### config.mk
export PLATFORM = sky130hd
export DESIGN_NAME = pulse_width_meter
export DESIGN_NICKNAME = d
export VERILOG_FILES = /design/src/rtl/pulse_width_meter.sv
export SDC_FILE = /design/constraint.sdc
export NUM_CORES = 1
export LEC_CHECK = 0
export CAP_MARGIN = 10
export CELL_PAD_IN_SITES_DETAIL_PLACEMENT = 0
export CELL_PAD_IN_SITES_GLOBAL_PLACEMENT = 1
export CORE_ASPECT_RATIO = 1.1
export CORE_UTILIZATION = 48
export CTS_BUF_LIST = sky130_fd_sc_hd__clkbuf_4
export CTS_CLUSTER_DIAMETER = 80
export DETAILED_ROUTE_END_ITERATION = 6
export GPL_ROUTABILITY_DRIVEN = 0
export PLACE_DENSITY = 0.85
export SYNTH_ARGS = -nofsm -noshare
export SYNTH_HDL_FRONTEND = slang
export SYNTH_SLANG_ARGS = --single-unit
### constraint.sdc
create_clock -name iclock -period 2.2 [get_ports iclock]
set_input_delay 0.44 -clock iclock [delete_from_list [all_inputs] [get_ports iclock]]
set_output_delay 0.44 -clock iclock [all_outputs]
set_load 0.01 [all_outputs]
### src/rtl/pulse_width_meter.sv
// Measures the high time, in iclock cycles, of each pulse on an asynchronous
// input and presents every measurement on a valid/ready result port.
module pulse_width_meter #(
    parameter int unsigned CNT_W       = 8,
    parameter int unsigned SYNC_STAGES = 2
) (
    input  logic             iclock,
    input  logic             irst_n,
    input  logic             idata,
    input  logic             iready,
    output logic             ovalid,
    output logic [CNT_W-1:0] owidth,
    output logic             osat,
    output logic             odrop,
    output logic             obusy
);

    localparam logic [CNT_W-1:0] CNT_MAX  = {CNT_W{1'b1}};
    localparam int unsigned      ARM_W    = $clog2(SYNC_STAGES + 1);
    localparam logic [ARM_W-1:0] ARM_FILL = ARM_W'(SYNC_STAGES);

    typedef enum logic [1:0] {
        ST_ARM,
        ST_IDLE,
        ST_MEASURE
    } state_t;

    state_t                 state_q, state_nxt;
    logic [SYNC_STAGES-1:0] sync_q;
    logic                   s, s_d, rise;
    logic [CNT_W-1:0]       cnt_q, cnt_nxt;
    logic                   sat_q, sat_nxt;
    logic [ARM_W-1:0]       arm_q, arm_nxt;
    logic                   complete_c, load_c;

    assign s      = sync_q[SYNC_STAGES-1];
    assign rise   = s & ~s_d;
    assign load_c = ~ovalid | iready;

    // Input synchroniser and one-cycle delayed copy for edge detection
    always_ff @(posedge iclock or negedge irst_n) begin
        if (!irst_n) begin
            sync_q <= '0;
            s_d    <= 1'b0;
        end else begin
            sync_q <= {sync_q[SYNC_STAGES-2:0], idata};
            s_d    <= s;
        end
    end

    // State, count and arm-flush registers
    always_ff @(posedge iclock or negedge irst_n) begin
        if (!irst_n) begin
            state_q <= ST_ARM;
            cnt_q   <= '0;
            sat_q   <= 1'b0;
            arm_q   <= '0;
        end else begin
            state_q <= state_nxt;
            cnt_q   <= cnt_nxt;
            sat_q   <= sat_nxt;
            arm_q   <= arm_nxt;
        end
    end

    // ARM lets the reset zeros drain out of the synchroniser before trusting s,
    // so a pulse already high at reset release never produces a rise.
    always_comb begin
        state_nxt  = state_q;
        cnt_nxt    = cnt_q;
        sat_nxt    = sat_q;
        arm_nxt    = arm_q;
        complete_c = 1'b0;
        case (state_q)
            ST_ARM: begin
                if (arm_q != ARM_FILL) begin
                    arm_nxt = arm_q + ARM_W'(1);
                end else if (!s) begin
                    state_nxt = ST_IDLE;
                end
            end
            ST_IDLE: begin
                if (rise) begin
                    state_nxt = ST_MEASURE;
                    cnt_nxt   = CNT_W'(1);
                    sat_nxt   = 1'b0;
                end
            end
            ST_MEASURE: begin
                if (s) begin
                    if (cnt_q == CNT_MAX) begin
                        sat_nxt = 1'b1;
                    end else begin
                        cnt_nxt = cnt_q + CNT_W'(1);
                    end
                end else begin
                    state_nxt  = ST_IDLE;
                    complete_c = 1'b1;
                end
            end
            default: begin
                state_nxt = ST_ARM;
            end
        endcase
    end

    // Result register: a completion is loaded only if the slot is free or
    // being emptied on the same edge; otherwise it is dropped and flagged.
    always_ff @(posedge iclock or negedge irst_n) begin
        if (!irst_n) begin
            ovalid <= 1'b0;
            owidth <= '0;
            osat   <= 1'b0;
            odrop  <= 1'b0;
            obusy  <= 1'b0;
        end else begin
            odrop <= complete_c & ~load_c;
            obusy <= (state_nxt == ST_MEASURE);
            if (complete_c && load_c) begin
                ovalid <= 1'b1;
                owidth <= cnt_q;
                osat   <= sat_q;
            end else if (ovalid && iready) begin
                ovalid <= 1'b0;
            end
        end
    end

endmodule

==> impl_results.rst <==
.. list-table::
   :header-rows: 1

   * - Metric
     - Value
   * - Result of the run
     - complete, no violations
   * - Remaining routing DRC violations
     - 0
   * - Sequential Area
     - roughly 700 um2
   * - Row Count
     - 18
   * - Height of the die
     - about 55 um
   * - Static leakage
     - about 0.64 nW
   * - Worst endpoint required time
     - about 2.4 ns
   * - GRT Residual Overflow
     - 0
   * - Routed length per placed instance
     - 13.35 um
   * - Unique cell type count in the Yosys netlist
     - 31
   * - Io pins
     - 16
   * - Final instance area
     - between 1000 and 1500 um2
   * - Cell area power density
     - 622.0 nW/um2
   * - Post-Place Setup Slack
     - 0.2180 ns
   * - Fill cell instance count of the final layout
     - 211
   * - Cell count after synthesis
     - between 100 and 150
   * - Proportion of layout cells with a drive suffix above 1
     - 0.1429
   * - Vias per cell
     - ~5.6
   * - Post-route setup slack
     - ~0.47 ns
   * - Core box area
     - about 2300 um2
   * - Number of buffers added on ports
     - 15
   * - Die ar.
     - between 2000 and 3000 um2
   * - Number of CTS-inserted buffers
     - 3
   * - Clk_skew
     - around 0.0071 ns
   * - HPWL after detailed placement
     - 1400 um
   * - Pin count of the biggest net entering global routing
     - 29
   * - Final Cycle Share
     - 0.7851
   * - Critical path data arrival time
     - around 2.0 ns
   * - Cell accounting for the most synthesized area
     - dfrtp_1
   * - Number of nets produced by synthesis
     - 109
   * - Wire length of the first global-routing pass
     - around 3500 um
   * - H-Tree Depth
     - 1
   * - Period minus WS final
     - roughly 1.7 ns
   * - Vias in the first global route
     - between 800 and 900
   * - Share of the core filled with cells
     - 0.6143
   * - Clock tree from TritonCTS
     - done
   * - Pre-Repair DR Iteration Count
     - 4
   * - Max Root-Sink Buffers
     - 2
   * - Finish-stage setup viols
     - 0
   * - Setup repair after global routing missed its margin
     - false
   * - Number of synthesized register bits
     - 28
   * - Area growth syn-to-layout
     - 16.40%
   * - Kind of path behind the tightest hold check
     - register to register
   * - Total power of the final layout
     - roughly 0.89 mW
   * - Worst slew margin relative to its limit
     - 0.6844
   * - Antenna diode instance count
     - 0
   * - Post-CTS Hold Fix Bufs
     - 0
   * - Root Driver
     - clkbuf_4
   * - Detailed-route via count
     - between 800 and 900
   * - Sequential-to-total area share from yosys stat
     - 0.5668
   * - Max-Cap Viols
     - 0
   * - Crit path kind
     - register to register
   * - Crit Path Max Fanout
     - 10
   * - Post-CTS resize count
     - 0
   * - Peak supply drop
     - 381.6 uV
   * - Mean area per synthesized cell
     - between 10 and 15 um2
   * - Final cell count without fillers
     - 149
   * - Final number of hold-violating endpoints
     - 0
   * - Final Max Tran Viols
     - 0
   * - Post-CTS setup buffers
     - 0
   * - Number of warnings issued by yosys
     - 0
   * - Cell area after synthesis
     - 1236 um2
   * - Clock-pin slew reported for the worst setup and hold paths after clock tree synthesis
     - ~0.14 ns
   * - Width of the die
     - around 50 um
   * - Critical path endpoint category
     - register
   * - Post-route ant nets
     - 0
   * - Number of cells after detailed placement
     - 146
   * - GRT Overall Usage
     - 0.1706
   * - Top cells by area, synth
     - dfrtp_1, mux2_2, a221o_1
   * - Total clock sinks
     - 28
   * - Starting DRT DRC Count
     - 7
   * - Latest clock arrival within the worst-skew pair
     - 0.33 ns
   * - Slew at the pin with the worst max-slew slack
     - approximately 0.47 ns
   * - Highest achievable clock rate
     - just under 600 MHz
   * - Area taken by multi-input logic gates
     - slightly above 500 um2
   * - Area share of the largest cell type after synthesis
     - 0.5668
   * - Cell Area, Placed
     - ~1400 um2
   * - Initial antenna violation count
     - 0
   * - Total negative slack for setup checks
     - 0 ns
   * - Net count reported at finish
     - about 130
   * - Startpoint Class
     - register
   * - Worst hold margin
     - about 0.37 ns
   * - Routed wire length
     - roughly 2000 um
   * - Effective utilization at floorplan
     - 0.5278
## cell type report
cell class,count,share of cell area
sequential,28,0.4870
tap,30,0.02609
clock buffer,3,0.01565
timing repair buffer,16,0.1096
inverter,4,0.01043
multi-input combinational,68,0.3513
## cell usage after synthesis, drive strengths merged
cell,n
dfrtp,28
mux2,8
nand2,7
o21ai,6
nor3,5
inv,4
nand3,4
nor2,4
a21oi,3
a221o,3
and2,3
and3,3
buf,3
nand2b,3
ha,2
mux2i,2
nand3b,2
o21a,2
a21o,1
a221oi,1
a31oi,1
and2b,1
and3b,1
nand4,1
nor3b,1
o21ba,1
o22ai,1
o31ai,1
xnor2,1
## placed cells by master, fill, tap and decap left out, types with 2 or more instances in the layout
master and n:
a21oi_1 3, a221o_1 3, and2_1 3, and3_1 3
clkbuf_4 3, clkdlybuf4s50_1 15, dfrtp_1 28, ha_1 2
inv_1 4, mux2_1 2, mux2_2 6, mux2i_1 2
nand2_1 7, nand2b_1 3, nand3_1 4, nand3b_1 2
nor2_1 4, nor3_1 5, o21ai_0 6
## power breakdown
part | total [mW] | switching, mW | leakage, nW | internal [mW]
combinational | 0.113 | 0.0524 | 0.259 | 0.0611
sequential | 0.575 | 0.0297 | 0.369 | 0.545
clock | 0.206 | 0.142 | 0.0138 | 0.0644
total | 0.895 | 0.224 | 0.643 | 0.671
## final timing paths
kind                       depth (start not counted)       start         to  slack (ns)
hold / removal                                     0   sync_q[0]  sync_q[1]        0.37
setup / recovery                                   3  state_q[1]  owidth[3]        0.47
min in group asynchronous                          2      irst_n  owidth[5]        0.47
hold reg to reg                                    0   sync_q[0]  sync_q[1]        0.37
max in group asynchronous                          2      irst_n   cnt_q[3]        1.47
setup reg to reg                                   3  state_q[1]  owidth[3]        0.47
## state kept, by name (all words and copies together) (netlist names)
register  count
owidth        8
sync_q        2
state_q       2
obusy         1
osat          1
cnt_q         8
arm_q         2
sat_q         1
odrop         1
s_d           1
ovalid        1
## worst max-delay path: stages, from the launching register on
cell and delay [ns]:
dfrtp_1 0.55, and2b_4 0.27, nand3b_1 0.35, mux2_1 0.44
## cell families after synthesis
logic type,after synthesis,synth area share
AOI/OAI and AO/OA,20,0.1285
xor gates and xnor gates,1,0.007086
adders and majority gates,2,0.02024
buffers and inverters,7,0.02428
DFF,28,0.5668
muxes,10,0.08906
and+or+nand+nor,35,0.1640
## routing by layer
layer  vias to the layer above  routed length, um  track usage
met1                       405                947       0.2230
met5                         -                  0            0
met2                        18                920       0.2533
met3                         5                 66      0.03306
met4                         0                 54       0.1151
li1                        400                  -            -
No activity file was read; power rests on OpenSTA's default activity.
